[src/rtl/ex.sv]
// Execute stage: combinational logic/shift/arith results plus a sequential
// restoring divider for DIV/DIVU that writes HI/LO and stalls upstream meanwhile.
module ex #(
    parameter int unsigned DATA_W   = 32,
    parameter int unsigned ADDR_W   = 5,
    parameter int unsigned ALUOP_W  = 8,
    parameter int unsigned ALUSEL_W = 3
) (
    input  logic                clk,
    input  logic                rst,
    input  logic [ALUOP_W-1:0]  aluop,
    input  logic [ALUSEL_W-1:0] alusel,
    input  logic [DATA_W-1:0]   reg1,
    input  logic [DATA_W-1:0]   reg2,
    input  logic [ADDR_W-1:0]   waddr_i,
    input  logic                we_i,
    input  logic                flush,
    output logic [ADDR_W-1:0]   waddr_o,
    output logic                we_o,
    output logic [DATA_W-1:0]   wdata_o,
    output logic                whilo_o,
    output logic [DATA_W-1:0]   hi_o,
    output logic [DATA_W-1:0]   lo_o,
    output logic                stallreq
);

    localparam int unsigned CNT_W = $clog2(DATA_W);
    localparam int unsigned SH_W  = $clog2(DATA_W);

    localparam logic [ALUOP_W-1:0] OP_OR   = ALUOP_W'(8'h25);
    localparam logic [ALUOP_W-1:0] OP_AND  = ALUOP_W'(8'h24);
    localparam logic [ALUOP_W-1:0] OP_XOR  = ALUOP_W'(8'h26);
    localparam logic [ALUOP_W-1:0] OP_NOR  = ALUOP_W'(8'h27);
    localparam logic [ALUOP_W-1:0] OP_SLL  = ALUOP_W'(8'h7C);
    localparam logic [ALUOP_W-1:0] OP_SRL  = ALUOP_W'(8'h02);
    localparam logic [ALUOP_W-1:0] OP_SRA  = ALUOP_W'(8'h03);
    localparam logic [ALUOP_W-1:0] OP_ADDU = ALUOP_W'(8'h21);
    localparam logic [ALUOP_W-1:0] OP_SUBU = ALUOP_W'(8'h23);
    localparam logic [ALUOP_W-1:0] OP_SLT  = ALUOP_W'(8'h2A);
    localparam logic [ALUOP_W-1:0] OP_SLTU = ALUOP_W'(8'h2B);
    localparam logic [ALUOP_W-1:0] OP_DIV  = ALUOP_W'(8'h1A);
    localparam logic [ALUOP_W-1:0] OP_DIVU = ALUOP_W'(8'h1B);

    localparam logic [ALUSEL_W-1:0] SEL_LOGIC = ALUSEL_W'(3'b001);
    localparam logic [ALUSEL_W-1:0] SEL_SHIFT = ALUSEL_W'(3'b010);
    localparam logic [ALUSEL_W-1:0] SEL_ARITH = ALUSEL_W'(3'b100);

    typedef enum logic [1:0] {StIdle, StBusy, StDone} state_e;

    state_e              state_q, state_d;
    logic [CNT_W-1:0]    count_q, count_d;
    logic [DATA_W-1:0]   quo_q, quo_d;     // dividend shifting out, quotient shifting in
    logic [DATA_W-1:0]   rem_q, rem_d;
    logic [DATA_W-1:0]   dvs_q, dvs_d;
    logic                neg_quo_q, neg_quo_d;
    logic                neg_rem_q, neg_rem_d;

    logic                is_div;
    logic                is_signed;
    logic [DATA_W-1:0]   abs1, abs2;
    logic [DATA_W:0]     trial;
    logic                qbit;
    logic [SH_W-1:0]     sh;
    logic [DATA_W-1:0]   alu_res;

    assign is_div    = (aluop == OP_DIV) || (aluop == OP_DIVU);
    assign is_signed = (aluop == OP_DIV);
    assign abs1      = (is_signed && reg1[DATA_W-1]) ? -reg1 : reg1;
    assign abs2      = (is_signed && reg2[DATA_W-1]) ? -reg2 : reg2;
    assign trial     = {rem_q, quo_q[DATA_W-1]};
    assign qbit      = (trial >= {1'b0, dvs_q});
    assign sh        = reg1[SH_W-1:0];

    always_comb begin
        alu_res = '0;
        unique case (alusel)
            SEL_LOGIC: begin
                case (aluop)
                    OP_OR:   alu_res = reg1 | reg2;
                    OP_AND:  alu_res = reg1 & reg2;
                    OP_XOR:  alu_res = reg1 ^ reg2;
                    OP_NOR:  alu_res = ~(reg1 | reg2);
                    default: alu_res = '0;
                endcase
            end
            SEL_SHIFT: begin
                case (aluop)
                    OP_SLL:  alu_res = reg2 << sh;
                    OP_SRL:  alu_res = reg2 >> sh;
                    OP_SRA:  alu_res = DATA_W'($signed(reg2) >>> sh);
                    default: alu_res = '0;
                endcase
            end
            SEL_ARITH: begin
                case (aluop)
                    OP_ADDU: alu_res = reg1 + reg2;
                    OP_SUBU: alu_res = reg1 - reg2;
                    OP_SLT:  alu_res = DATA_W'($signed(reg1) < $signed(reg2));
                    OP_SLTU: alu_res = DATA_W'(reg1 < reg2);
                    default: alu_res = '0;
                endcase
            end
            default: alu_res = '0;
        endcase
    end

    always_comb begin
        state_d   = state_q;
        count_d   = count_q;
        quo_d     = quo_q;
        rem_d     = rem_q;
        dvs_d     = dvs_q;
        neg_quo_d = neg_quo_q;
        neg_rem_d = neg_rem_q;
        unique case (state_q)
            StIdle: begin
                if (is_div && !flush) begin
                    neg_quo_d = is_signed && (reg1[DATA_W-1] ^ reg2[DATA_W-1]);
                    neg_rem_d = is_signed && reg1[DATA_W-1];
                    rem_d     = '0;
                    count_d   = '0;
                    if (reg2 == '0) begin
                        quo_d   = '0;
                        dvs_d   = '0;
                        state_d = StDone;
                    end else begin
                        quo_d   = abs1;
                        dvs_d   = abs2;
                        state_d = StBusy;
                    end
                end
            end
            StBusy: begin
                // Losing the divide opcode mid-flight is handled like a flush.
                if (flush || !is_div) begin
                    state_d = StIdle;
                end else begin
                    rem_d   = qbit ? (trial[DATA_W-1:0] - dvs_q) : trial[DATA_W-1:0];
                    quo_d   = {quo_q[DATA_W-2:0], qbit};
                    count_d = count_q + CNT_W'(1);
                    if (count_q == CNT_W'(DATA_W - 1)) begin
                        state_d = StDone;
                    end
                end
            end
            StDone:  state_d = StIdle;
            default: state_d = StIdle;
        endcase
    end

    always_ff @(posedge clk or posedge rst) begin
        if (rst) begin
            state_q   <= StIdle;
            count_q   <= '0;
            quo_q     <= '0;
            rem_q     <= '0;
            dvs_q     <= '0;
            neg_quo_q <= 1'b0;
            neg_rem_q <= 1'b0;
        end else begin
            state_q   <= state_d;
            count_q   <= count_d;
            quo_q     <= quo_d;
            rem_q     <= rem_d;
            dvs_q     <= dvs_d;
            neg_quo_q <= neg_quo_d;
            neg_rem_q <= neg_rem_d;
        end
    end

    always_comb begin
        waddr_o  = '0;
        we_o     = 1'b0;
        wdata_o  = '0;
        whilo_o  = 1'b0;
        hi_o     = '0;
        lo_o     = '0;
        stallreq = 1'b0;
        if (!rst) begin
            waddr_o  = waddr_i;
            we_o     = we_i;
            wdata_o  = alu_res;
            stallreq = is_div && (state_q != StDone) && !flush;
            if (state_q == StDone && !flush) begin
                whilo_o = 1'b1;
                lo_o    = neg_quo_q ? -quo_q : quo_q;
                hi_o    = neg_rem_q ? -rem_q : rem_q;
            end
        end
    end

endmodule

[config.mk]
export PLATFORM = sky130hd
export DESIGN_NAME = ex
export DESIGN_NICKNAME = d
export VERILOG_FILES = /design/src/rtl/ex.sv
export SDC_FILE = /design/constraint.sdc
export NUM_CORES = 1
export LEC_CHECK = 0
export ABC_AREA = 0
export BUFFER_PORTS_ARGS = -buffer_cell sky130_fd_sc_hd__buf_4
export CORE_MARGIN = 10
export CORE_UTILIZATION = 45
export DETAILED_ROUTE_END_ITERATION = 6
export PLACE_DENSITY_LB_ADDON = 0.12
export SYNTH_ARGS = -nofsm -noshare
export SYNTH_HDL_FRONTEND = slang
export SYNTH_SLANG_ARGS = --single-unit
[constraint.sdc]
create_clock -name clk -period 3.6 [get_ports clk]
set_clock_uncertainty 0.2 [all_clocks]
set_input_delay 0 -clock clk [delete_from_list [all_inputs] [get_ports clk]]
set_output_delay 0 -clock clk [all_outputs]
set_load 0.02 [all_outputs]
==> flow_metrics.tcl <==
set metrics [dict create \
    max_freq_mhz 237 \
    core_mm2 0.0386 \
    die-area_mm2 0.0473 \
    grt_pass1_wl_um 116000 \
    die_x_um 218 \
    powerDensity_mw_per_mm2 228 \
    vias 20159 \
    grt_usage_pct 31.3 \
    layout_min_cycle_time_ns 4.21 \
    floorplan.rows 72 \
    wl_per_cell_um 23.4 \
    synth_top_area_share_pct 15.0 \
    layout_commonest_cell "buf_4" \
    via_per_inst 6.08 \
    first_pass_iters 7 \
    nNetsFinal 3013 \
    ys_seq_area_share_pct 15.0 \
    cp.arrival_ns 4.01 \
    io_pins 188 \
    cts_sinks 105 \
    cts_tree "yes" \
    maxCapViolations 0 \
    final_max_slew_viol_count 0 \
    grt_max_degree 80 \
    portBuffers 187 \
    grt_overflow 0 \
    synth_edf_count 0 \
    crit_path_end_kind "output pin" \
    switching_power_w 0.00209 \
    rsz0062_at_grt "yes" \
    hold_path_class "in -> reg" \
    synth_ff_type "dfrtp_1" \
    drc 2 \
    leakage_nw 9.48 \
    syn_area_mm2 0.0176 \
    finalWorstSetupSlack_ns -0.611 \
    async_flop_share_pct 100 \
    syn_nets 2743 \
    grt_pass1_vias 18787 \
    period_share_pct 117 \
    outcome "finished with violations" \
    startpoint_type "flip-flop" \
    initial_core_util_pct 45.5 \
    p_int_w 0.00288 \
    yosys_warnings 0 \
    synth_top_cell_by_area "dfrtp_1" \
    tightest_slew_ns 1.24 \
    synthTopCellsByArea "dfrtp_1 (15%), ha_1 (9.8%), mux2i_1 (7.1%)" \
    antenna_found_initial 3 \
    drive_above_1_share_pct 19.5 \
    cts_buffers 9 \
    critPathMaxFanout 3 \
    finalSetupViolCount 10 \
    path_clk_slew_ns 0.07 \
    relSlewSlack_pct 17.5 \
    finalHoldViolCount 0 \
    clk_latency_ns 0.36 \
    gp_congestion 1.06 \
    p_comb_share_pct 53.2 \
    synth_cell_type_count 73 \
    wirelength_um 77400 \
    cts_root_buf "clkbuf_16" \
    synth_cells 2519 \
    path_class "reg -> out" \
    seqPwrFrac_pct 26.9 \
    worst_hold_slack_ns 0.0148 \
    cts_buffer_depth 2 \
    p_clk_share_pct 19.9 \
    pre_cts_ws_ns -0.244 \
    sw_frac_of_total_pct 42.0 \
    synth_area_per_cell_um2 6.97 \
    die_h_um 218 \
    failed_checks "DRC, setup timing" \
    area_growth_pct 23.9 \
    ir_drop_v 0.000251 \
    dpl.hpwl_um 62000 \
    cts_htree_levels 3 \
    drt-initial-drc-count 2189 \
    ys_seq_elements 105 \
    ant_nets 0 \
    crit_required_ns 3.40 \
    final_cell_mix "buf_4 (387), nor2_1 (296), nand2_1 (230), o21ai_0 (227), a21oi_1 (208)" \
    p_total_w 0.00496 \
]
## synthesized netlist by cell type (all sizes together), types with 18 or more instances
cell / count
o41ai: 18
nand4: 18
nor2: 302
nor2b: 32
clkbuf: 139
a21oi: 218
a21o: 29
a211oi: 42
o21ai: 269
a31oi: 24
dfrtp: 105
xor2: 85
mux2i: 124
a221oi: 42
buf: 30
xnor2: 127
or3: 25
nand2: 232
nand2b: 39
nand3: 27
o31ai: 37
ha: 137
nor3: 54
inv: 143
o211ai: 29
nor4: 19
## what timing repair did
action / 4_1_cts / 5_1_grt
pin swaps: 10 / 27
cloned: 0 / 0
resized for setup: 21 / 87
hold buffers: 26 / 0
buffers inserted: 2 / 12
setup endpoints to repair: 16 / 33
hold endpoints to repair: 69 / 0
## critical path, stage by stage (launching register included)
cell and delay [ns]:
dfrtp_1 0.38, or4_4 0.54, or3_4 0.38, or3_4 0.33
or4_4 0.44, inv_2 0.07, nand2_2 0.05, or4_4 0.44
or3_4 0.39, o31ai_4 0.27, xnor2_2 0.14, nor2_2 0.06
buf_6 0.17
## cells by family (layout without fill, tap and decap cells)
| group | count (synthesis) | after routing | synth area share, % |
|---|---|---|---|
| flops | 105 | 105 | 15.0 |
| fa+ha+maj | 140 | 140 | 10.1 |
| other cells | 0 | 1 | 0 |
| compound gates | 814 | 814 | 28.7 |
| simple gates | 794 | 794 | 20.4 |
| mux | 140 | 140 | 8.48 |
| buf+inv | 314 | 589 | 6.71 |
| xor+xnor | 212 | 212 | 10.6 |
## stage by stage
stage               setup TNS (ns)  utilization (%)  area, um^2  std cells
CTS                          -4.45             55.0       21300       3300
finish                       -4.68             56.3       21800       3313
global route                 -6.22             56.3       21800       3312
floorplan                   -0.215                -       17600       2519
detailed placement          -0.802             53.3       20600       3256
global placement            -0.539             53.3       20600       3256
## power groups by stage
stage,sequential (W),combinational [W],clock [W]
finish,0.00134,0.00264,0.000986
global route,0.00135,0.00285,0.00105
CTS,0.00133,0.00250,0.00101
detailed placement,0.00135,0.00245,0
global placement,0.00135,0.00244,0
floorplan,0.00133,0.00157,0
## path summary, 6_finish.rpt
path	startpoint	to	slack [ns]	depth (start not counted)
max	quo_q[5]	lo_o[31]	-0.61	12
min	flush	quo_q[14]	0.01	3
max reg2reg	quo_q[31]	rem_q[28]	0.18	15
min reg2reg	dvs_q[11]	dvs_q[11]	0.28	2
max in group asynchronous	rst	state_q[0]	1.81	4
min in group asynchronous	rst	quo_q[23]	0.15	3
## flip-flops by register name (all words and copies together) (netlist names)
| register | flops |
|---|---|
| neg_rem_q | 1 |
| count_q | 5 |
| quo_q | 32 |
| dvs_q | 32 |
| rem_q | 32 |
| neg_quo_q | 1 |
| state_q | 2 |
## final cells by class
class                   instances  area [um^2]
repair buffers                428         3370
diodes                          1         2.50
clock buffers                  13          250
fillers                      3777        16900
clock inverters                 3         40.0
well taps                     518          648
inverters                     145          569
flip-flops and latches        105         2630
multi-input cells            2100        14300
## routing by layer
layer,wire length [um],GRT usage [%],vias up
met5,46,0,-
met4,4970,17.5,6
met3,6300,5.34,190
met2,33600,48.4,925
met1,32500,40.5,9491
li1,-,-,9547
No activity file was read; power rests on OpenSTA's default activity.
